`config.mk`:
```
export PLATFORM = sky130hd
export DESIGN_NAME = conv2_result_collector
export DESIGN_NICKNAME = d
export VERILOG_FILES = /design/src/rtl/conv2_pkg.sv /design/src/rtl/conv2_relu_sat.sv /design/src/rtl/conv2_result_collector.sv
export SDC_FILE = /design/constraint.sdc
export NUM_CORES = 1
export LEC_CHECK = 0
export CAP_MARGIN = 20
export CORE_ASPECT_RATIO = 1.4
export CORE_UTILIZATION = 47
export CTS_CLUSTER_SIZE = 25
export DETAILED_ROUTE_END_ITERATION = 8
export SKIP_LAST_GASP = 1
export SYNTH_ARGS = -nofsm -noshare
export SYNTH_HDL_FRONTEND = slang
export SYNTH_SLANG_ARGS = --single-unit
export TNS_END_PERCENT = 20
```
`constraint.sdc`:
```
create_clock -name clk -period 2.6 [get_ports clk]
set_input_delay 0.78 -clock clk [delete_from_list [all_inputs] [get_ports clk]]
set_output_delay 0.78 -clock clk [all_outputs]
set_load 0.05 [all_outputs]
```
`src/rtl/conv2_pkg.sv`:
```
// Shared types and constants for the conv-layer-2 result collector.
package conv2_pkg;
  localparam int IN_W_DEF  = 17;
  localparam int OUT_W_DEF = 16;

  localparam int OUT_MAX = (1 << (OUT_W_DEF - 1)) - 1;
  localparam int OUT_MIN = -(1 << (OUT_W_DEF - 1));

  typedef enum logic [1:0] {
    IDLE = 2'd0,
    FILL = 2'd1,
    FULL = 2'd2
  } state_t;

  function automatic int sat_max(input int w);
    return (1 << (w - 1)) - 1;
  endfunction

  function automatic int sat_min(input int w);
    return -(1 << (w - 1));
  endfunction
endpackage

```
`src/rtl/conv2_relu_sat.sv`:
```
// Combinational ReLU followed by signed saturation to the stored width.
module conv2_relu_sat
  import conv2_pkg::*;
#(
  parameter int IN_W    = IN_W_DEF,
  parameter int OUT_W   = OUT_W_DEF,
  parameter int RELU_EN = 1,
  parameter int SAT_HI  = OUT_MAX,
  parameter int SAT_LO  = OUT_MIN
) (
  input  logic signed [IN_W-1:0]  din,
  output logic signed [OUT_W-1:0] dout,
  output logic                    clip
);
  localparam logic signed [IN_W-1:0] HI = IN_W'(SAT_HI);
  localparam logic signed [IN_W-1:0] LO = IN_W'(SAT_LO);

  logic signed [IN_W-1:0] v;

  always_comb begin
    v = din;
    if (RELU_EN != 0 && din[IN_W-1]) v = '0;
    clip = 1'b0;
    dout = v[OUT_W-1:0];
    if (v > HI) begin
      dout = HI[OUT_W-1:0];
      clip = 1'b1;
    end else if (v < LO) begin
      dout = LO[OUT_W-1:0];
      clip = 1'b1;
    end
  end
endmodule

```
`src/rtl/conv2_result_collector.sv`:
```
// Collects conv-layer-2 adder sums into a raster-ordered feature-map buffer
// with a registered read port for the pooling stage.
module conv2_result_collector
  import conv2_pkg::*;
#(
  parameter int IN_W    = IN_W_DEF,
  parameter int OUT_W   = OUT_W_DEF,
  parameter int ROWS    = 8,
  parameter int COLS    = 8,
  parameter int RELU_EN = 1,
  parameter int AW      = $clog2(ROWS * COLS)
) (
  input  logic                   clk,
  input  logic                   rst_n,
  input  logic                   enable,
  input  logic                   clear,
  input  logic                   in_valid,
  input  logic signed [IN_W-1:0] in_data,
  input  logic                   rd_en,
  input  logic [AW-1:0]          rd_addr,
  output logic [OUT_W-1:0]       rd_data,
  output logic                   rd_valid,
  output logic                   frame_done,
  output logic                   busy,
  output logic                   overflow,
  output logic                   sat_flag
);
  localparam int DEPTH = ROWS * COLS;
  localparam logic [AW-1:0] LAST = AW'(DEPTH - 1);

  state_t state_q, state_d;
  logic [AW-1:0] wr_ptr_q, wr_ptr_d;
  logic ov_d, sat_d, fd_d, accept, clip, in_range;
  logic signed [OUT_W-1:0] sat_val;
  logic [OUT_W-1:0] mem [DEPTH];

  conv2_relu_sat #(
    .IN_W    (IN_W),
    .OUT_W   (OUT_W),
    .RELU_EN (RELU_EN),
    .SAT_HI  (sat_max(OUT_W)),
    .SAT_LO  (sat_min(OUT_W))
  ) u_relu_sat (
    .din  (in_data),
    .dout (sat_val),
    .clip (clip)
  );

  // A power-of-two buffer has no unreachable addresses.
  if (DEPTH == (1 << AW)) begin : g_full_range
    assign in_range = 1'b1;
  end else begin : g_part_range
    assign in_range = (rd_addr < AW'(DEPTH));
  end

  always_comb begin
    state_d  = state_q;
    wr_ptr_d = wr_ptr_q;
    ov_d     = overflow;
    sat_d    = sat_flag;
    fd_d     = 1'b0;
    accept   = 1'b0;
    if (enable) begin
      if (clear) begin
        state_d  = IDLE;
        wr_ptr_d = '0;
        ov_d     = 1'b0;
        sat_d    = 1'b0;
      end else if (in_valid) begin
        case (state_q)
          IDLE, FILL: begin
            accept = 1'b1;
            sat_d  = sat_flag | clip;
            if (wr_ptr_q == LAST) begin
              state_d  = FULL;
              wr_ptr_d = '0;
              fd_d     = 1'b1;
            end else begin
              state_d  = FILL;
              wr_ptr_d = wr_ptr_q + 1'b1;
            end
          end
          FULL:    ov_d = 1'b1;
          default: state_d = IDLE;
        endcase
      end
    end
  end

  always_ff @(posedge clk or negedge rst_n) begin
    if (!rst_n) begin
      state_q    <= IDLE;
      wr_ptr_q   <= '0;
      overflow   <= 1'b0;
      sat_flag   <= 1'b0;
      frame_done <= 1'b0;
      rd_valid   <= 1'b0;
      rd_data    <= '0;
    end else begin
      state_q    <= state_d;
      wr_ptr_q   <= wr_ptr_d;
      overflow   <= ov_d;
      sat_flag   <= sat_d;
      frame_done <= fd_d;
      rd_valid   <= rd_en;
      if (rd_en) rd_data <= in_range ? mem[rd_addr] : '0;
    end
  end

  // Buffer is deliberately not reset; read-before-write returns old data.
  always_ff @(posedge clk) begin
    if (accept) mem[wr_ptr_q] <= sat_val;
  end

  assign busy = (state_q == FILL);
endmodule

```
==> summary.md <==
| Metric | Value |
|---|---|
| IO buf count | 49 |
| Clock-pin slew on the worst setup and hold paths | 0.06 ns |
| Routed WL | 102 mm |
| Clock network power share | 40.3% |
| Vias in the first global route | 20900 |
| Reg-to-Reg End | mem[0][14] |
| Per-cell routed wire length | 28.7 um |
| Root buffer cell | clkbuf_16 |
| Drt via density | 5.78 |
| Final Max Slew Viols | 0 |
| Cell family with most CP delay | buffers and inverters |
| Main synth FF type | edfxtp_1 |
| Final Cycle Share | 105% |
| Fin util | 56.5% |
| IR drop worst, VDD | 0.497 mV |
| Setup CP Type | reg -> out |
| Row count | 127 |
| RSZ-0062 raised after global routing | true |
| Aggregate global routing overflow | 0 |
| Final net count | 2390 |
| Final WS setup | -0.138 ns |
| Syn Inst Count | 1983 |
| Commonest non-fill, non-tap cells in the layout | edfxtp_1 (1024), buf_4 (208), mux4_2 (192) |
| DRC | 0 |
| Switch Pwr | 7.66 mW |
| Worst slew margin | 37.6% |
| Core box area | 85600 um2 |
| Max-capacitance violation count | 0 |
| Post-CTS setup buffers | 0 |
| Worst EP required | 1.82 ns |
| Failing checks | setup timing |
| Full die area | 87500 um2 |
| GP Congestion | 0.945 |
| Num CTS Buffers | 95 |
| Pleak | 16.3 nW |
| Number of synthesized flops with an enable pin | 1024 |
| CP Max Fanout | 2 |
| Deepest clock path buffer count | 3 |
| CTS tree | done |
| CP max stage cell | clkdlybuf4s50_1 |
| # fillers | 6318 |
| Most common cell after layout, fill and taps aside | edfxtp_1 |
| WHS | 0.509 ns |
| Starting Density | 47.4% |
| FF+latch count, synth | 1052 |
| Switching part of the total power | 21.7% |
| CP max stage delay | 0.85 ns |
| Synthesis-to-finish area growth | 19.2% |
| CP Buf/Inv Count | 1 |
| Pwr dens | 731 nW/um2 |
| Distinct cell type count after synthesis | 44 |
| Post-CTS sizing | 4 |
| Skew final | 0.0239 ns |
| Ports | 50 |
| Via Count | 20400 |
| Status | finished, violations left |
| Final setup fails | 13 |
| Cell accounting for the most synthesized area | edfxtp_1 |
| Area contributors post-synth | edfxtp_1 (76%), mux4_2 (11%), mux2i_1 (2.8%) |
| # hold bufs at CTS | 0 |
| Critical path depth in cells | 1 |
| Endpoints failing hold | 0 |
| Internal | 27.7 mW |
| Layout cells sized above 1 | 28.2% |
| Path depth of the worst reg2reg path | 6 |
| Total number of yosys warnings | 0 |
| Worst slew pin tran | 0.933 ns |
| Nature of the critical path startpoint | flip-flop |
| Crit path launch | rd_data[11] |
| Sequential fraction of the synthesis area | 77.5% |
| Async set or reset register ratio after synthesis | 2.66% |
| Largest net degree at the start of global routing | 65 |
| Hold WC Path Type | in -> async |
| H-tree depth | 3 |
| Synth top area share | 75.8% |
| Gr usage total | 23.5% |
| Logic pwr share | 6.6% |
| DR pass1 iterations | 7 |
| CP endpoint kind | output pin |
| Clk_lat worst skew | 0.67 ns |
| DP HPWL | 66.1 mm |
| CTS Sinks | 1052 |
| First-pass GRT wire length | 145 mm |
| DRT iter0 DRCs | 1830 |
| Reg-to-reg startpoint | state_q[1] |
| Cells along the critical path | clkdlybuf4s50_1 |
| Initial antenna violation count | 2 |
| Minimum clock period | 2.74 ns |
| Die W | 250 um |
| Crit path arrival time | 1.96 ns |
| Mapped Area | 40600 um2 |
| Sequential share of power | 53.1% |
| Design area | 48400 um2 |
| Routed Antenna Nets | 0 |
| Syn Area/Cell | 20.5 um2 |
| DP Area | 45200 um2 |
| Max frequency | 365 MHz |
| Setup slack, reg-to-reg | 0.38 ns |
| Die span in y | 350 um |
==> power by group through the flow <==
stage / sequential (mW) / clock (mW) / combinational [mW]
final: 18.8 / 14.2 / 2.33
after global placement: 19.1 / 0 / 2.32
after global routing: 18.8 / 15.0 / 2.44
after CTS: 18.8 / 14.5 / 2.35
after floorplan: 19.2 / 0 / 1.05
after detailed placement: 19.1 / 0 / 2.35
==> synth_stat cells (all sizes together) (2+ instances only) <==
library cell	count
mux4	192
edfxtp	1024
o21ai	8
and2	2
a21o	2
clkbuf	53
dfrtp	28
mux2i	112
nor2	119
nand2	52
inv	2
or2	3
nor3	17
nand3b	2
a21oi	49
nand3	22
and3	2
buf	59
nand4bb	2
nand4b	2
a22oi	80
o22ai	64
or3	2
nor2b	23
mux2	48
==> state kept, by name, summed over array words and instances (netlist names) <==
register / flops
overflow: 1
mem: 1024
sat_flag: 1
rd_valid: 1
rd_data: 16
state_q: 2
wr_ptr_q: 6
frame_done: 1
==> metrics by stage <==
step | TNS (ns) | instances | total power [mW] | worst slack, ns
floorplan | -160.21 | 2046 | 20.3 | -0.159
global placement | -350.60 | 3358 | 21.5 | -0.465
detailed placement | -393.69 | 3358 | 21.5 | -0.515
CTS | -2.29 | 3532 | 35.6 | -0.190
global route | -1.59 | 3533 | 36.2 | -0.157
finish | -1.21 | 3534 | 35.3 | -0.138
==> area by class of cell <==
cell class / count / area, um2 / share of cell area [%]
flip-flops and latches: 1052 / 31500 / 65.0
repair buffers: 329 / 3490 / 7.22
well taps: 1096 / 1370 / 2.83
diodes: 1 / 2.50 / 0.00517
multi-input cells: 880 / 8890 / 18.4
clock buffers: 112 / 2480 / 5.13
inverters: 2 / 7.51 / 0.0155
clock inverters: 62 / 671 / 1.39
==> cells by family after synthesis <==
| group | Yosys count | share of synthesized area [%] |
|---|---|---|
| AOI/OAI and AO/OA | 207 | 3.29 |
| xor gates and xnor gates | 2 | 0.0432 |
| adders and majority gates | 1 | 0.0308 |
| buffers and inverters | 114 | 1.48 |
| DFF | 1052 | 77.5 |
| muxes | 352 | 14.7 |
| other | 1 | 0.00924 |
| and+or+nand+nor | 254 | 2.90 |
==> how the worst max path moves through the flow <==
stage                             end  slack, ns
after floorplan            mem[59][0]      -0.16
after global placement     mem[1][13]      -0.46
after detailed placement   mem[0][13]      -0.52
after CTS                 rd_data[14]      -0.19
after global routing      rd_data[11]      -0.16
final                     rd_data[11]      -0.14
==> worst register-to-register path: stages (launching register included) <==
cell and delay, ns:
dfrtp_1 0.43, or3_1 0.42, nor2_1 0.24, nand2_1 0.17, buf_12 0.19, nor2_1 0.15, buf_4 0.29
==> layer usage <==
layer	vias up	GRT usage, %	part of all wire (%)
met5	-	0	0.012
li1	8865	-	-
met3	163	3.03	5.3
met2	673	41.3	52
met4	2	9.63	4.0
met1	10700	29.6	39
(Power assumes the default switching activity.)
==> RTL change, RTL diff (same flow settings) <==
`RELU_EN` is set to 1 in 2 places; all go to 0.
--- a/src/rtl/conv2_relu_sat.sv
+++ b/src/rtl/conv2_relu_sat.sv
@@ -5,5 +5,5 @@
   parameter int IN_W    = IN_W_DEF,
   parameter int OUT_W   = OUT_W_DEF,
-  parameter int RELU_EN = 1,
+  parameter int RELU_EN = 0,
   parameter int SAT_HI  = OUT_MAX,
   parameter int SAT_LO  = OUT_MIN
--- a/src/rtl/conv2_result_collector.sv
+++ b/src/rtl/conv2_result_collector.sv
@@ -8,5 +8,5 @@
   parameter int ROWS    = 8,
   parameter int COLS    = 8,
-  parameter int RELU_EN = 1,
+  parameter int RELU_EN = 0,
   parameter int AW      = $clog2(ROWS * COLS)
 ) (
Formal check against the unedited RTL: not equivalent (Yosys sat finds a counterexample within 4 cycles, from zero or initial values and one cycle with rst_n low).
==> RTL change against the unedited design <==
Area after synthesis grew 0.22%; sequential share of layout area shrank 1.6 points; critical path depth is the same; sequential cell count is the same; wire length grew 3.7%; utilization grew 1.4 points; worst setup slack gained 0.16 ns; clock skew grew 0.010 ns; register-to-register slack lost 0.13 ns; power grew 2.1%; final area grew 2.4%; die area grew 0.22%; largest cell class unchanged; largest power group unchanged; highest routed layer unchanged.
==> RTL change: results <==
group,metric,value,unit
worst_setup_path,crit_path_end,"rd_data[5]",
grt,antenna_found_initial,1,
placement,portBuffers,49,
placement,hpwl,70100,um
detailed_routing,dr.first_iter.drc_count,2104,
finish,reg.largest.list,"mem: 1024 flops, rd_data: 16 flops, wr_ptr_q: 6 flops",
grt,grt_pass1_wl,152000,um
finish,drive_gt1_frac,0.310,
cts,clk_latency,0.69,ns
timing,relSlewSlack,0.368,
detailed_routing,totalWireLength,105000,um
worst_setup_path,slowest_stage,"dlygate4sd2_1",
detailed_routing,vias,21063,
yosys,yosys-top-cells-area,"edfxtp_1 76%, mux4_2 9.7%, mux2i_1 3.6%",
power,vdd_drop_max,0.531,mV
detailed_routing,first_pass_iters,5,
timing,skew,0.0343,ns
grt,grt_start_max_net_pins,65,
yosys,synthTopCellsByCount,"1024 x edfxtp_1, 176 x mux4_2, 145 x mux2i_1, 117 x nor2_1, 80 x a22oi_1",
power,p_int,28200,uW
worst_setup_path,slowest_delay,0.58,ns
finish,fin_nets,2424,
yosys,synth-edff-count,1024,
worst_setup_path,critPathArrivalTime,1.79,ns
worst_setup_path,r2r_end,"mem[12][2]",
grt,grtUsageTotal,0.245,
cts,ctsHoldBuffers,0,
cts,clk_pin_slew,0.07,ns
worst_setup_path,ff2ff_setup_slack,0.25,ns
cts,cts_setup_buffers,0,
placement,routabilityCongestion,0.975,
finish,fillers,6142,
yosys,syn_area_per_cell,20.2,um^2
cts,numCtsBuffers,98,
worst_setup_path,crit_start,"rd_data[5]",
finish,stdcell_count,3575,
worst_setup_path,cp_max_fo,3,
yosys,synth_cell_types,53,
grt,grt_pass1_vias,21996,
placement,dp_cells,3389,
cts,cts-root-buf,"clkbuf_16",
min_path,min_path_type,"in2async",
worst_setup_path,crit_family,"buffers and inverters",
yosys,ys_warn_count,0,
yosys,synth.yosys.seq_area_share,0.773,
cts,clk_path_buf_depth,3,
power,p_leak,0.0166,uW
worst_setup_path,reg2reg_depth,6,
run_status,outcome,"finished, final reports clean",
==> RTL change: through the flow <==
stage / setup slack (ns) / area [um^2]
global route: -0.0342 / 49600
CTS: -0.226 / 49500
finish: 0.0258 / 49600
global placement: -0.564 / 46200
floorplan: -0.227 / 40700
detailed placement: -0.618 / 46200
==> RTL change: layer usage <==
| layer | track usage | vias to the layer above | wire length, um | share of wire |
|---|---|---|---|---|
| met1 | 0.301 | 10996 | 39700 | 0.38 |
| met2 | 0.413 | 785 | 53200 | 0.50 |
| li1 | - | 9084 | - | - |
| met5 | 0 | - | 12 | 0.00011 |
| met4 | 0.157 | 2 | 7070 | 0.067 |
| met3 | 0.0319 | 196 | 5360 | 0.051 |
==> RTL change: cell type report <==
type                       instances  area, um^2  area share
clock buffer                     115        2610      0.0527
multi-input combinational        826        8680       0.175
antenna                            1        2.50   0.0000505
timing repair buffer             411        4730      0.0955
clock inverter                    69         694      0.0140
sequential                      1052       31500       0.635
tap                             1096        1370      0.0277
inverter                           5        18.8    0.000379
==> RTL change: repair_timing <==
| item | 4_1_cts | 5_1_grt |
|---|---|---|
| gates resized for setup | 4 | 17 |
| endpoints found under the setup margin | 20 | 115 |
| cloned | 0 | 0 |
==> RTL change: kinds of logic after synthesis <==
group	share of synthesized area
AOI/OAI and AO/OA	0.0437
adders and majority gates	0.00203
buffers and inverters	0.0161
DFF	0.773
muxes	0.138
and+or+nand+nor	0.0274
==> RTL change: worst min-delay path by stage <==
| stage | startpoint | endpoint | slack [ns] |
|---|---|---|---|
| 2_1_floorplan | state_q[0] | state_q[0] | 0.47 |
| 5_1_grt | rst_n | rd_data[7] | 0.24 |
| 4_1_cts | rst_n | rd_data[8] | 0.19 |
| 3_5_place_dp | state_q[0] | state_q[0] | 0.51 |
| 3_3_place_gp | state_q[0] | state_q[0] | 0.49 |
| 6_report | rst_n | rd_data[8] | 0.20 |
==> RTL change: power groups by stage <==
stage                     clock network, uW  logic (uW)  registers, uW
after floorplan                           0        1140          19400
after global placement                    0        2630          19200
after detailed placement                  0        2660          19300
after CTS                             14800        2660          18900
after global routing                  15400        2770          18900
final                                 14600        2640          18900
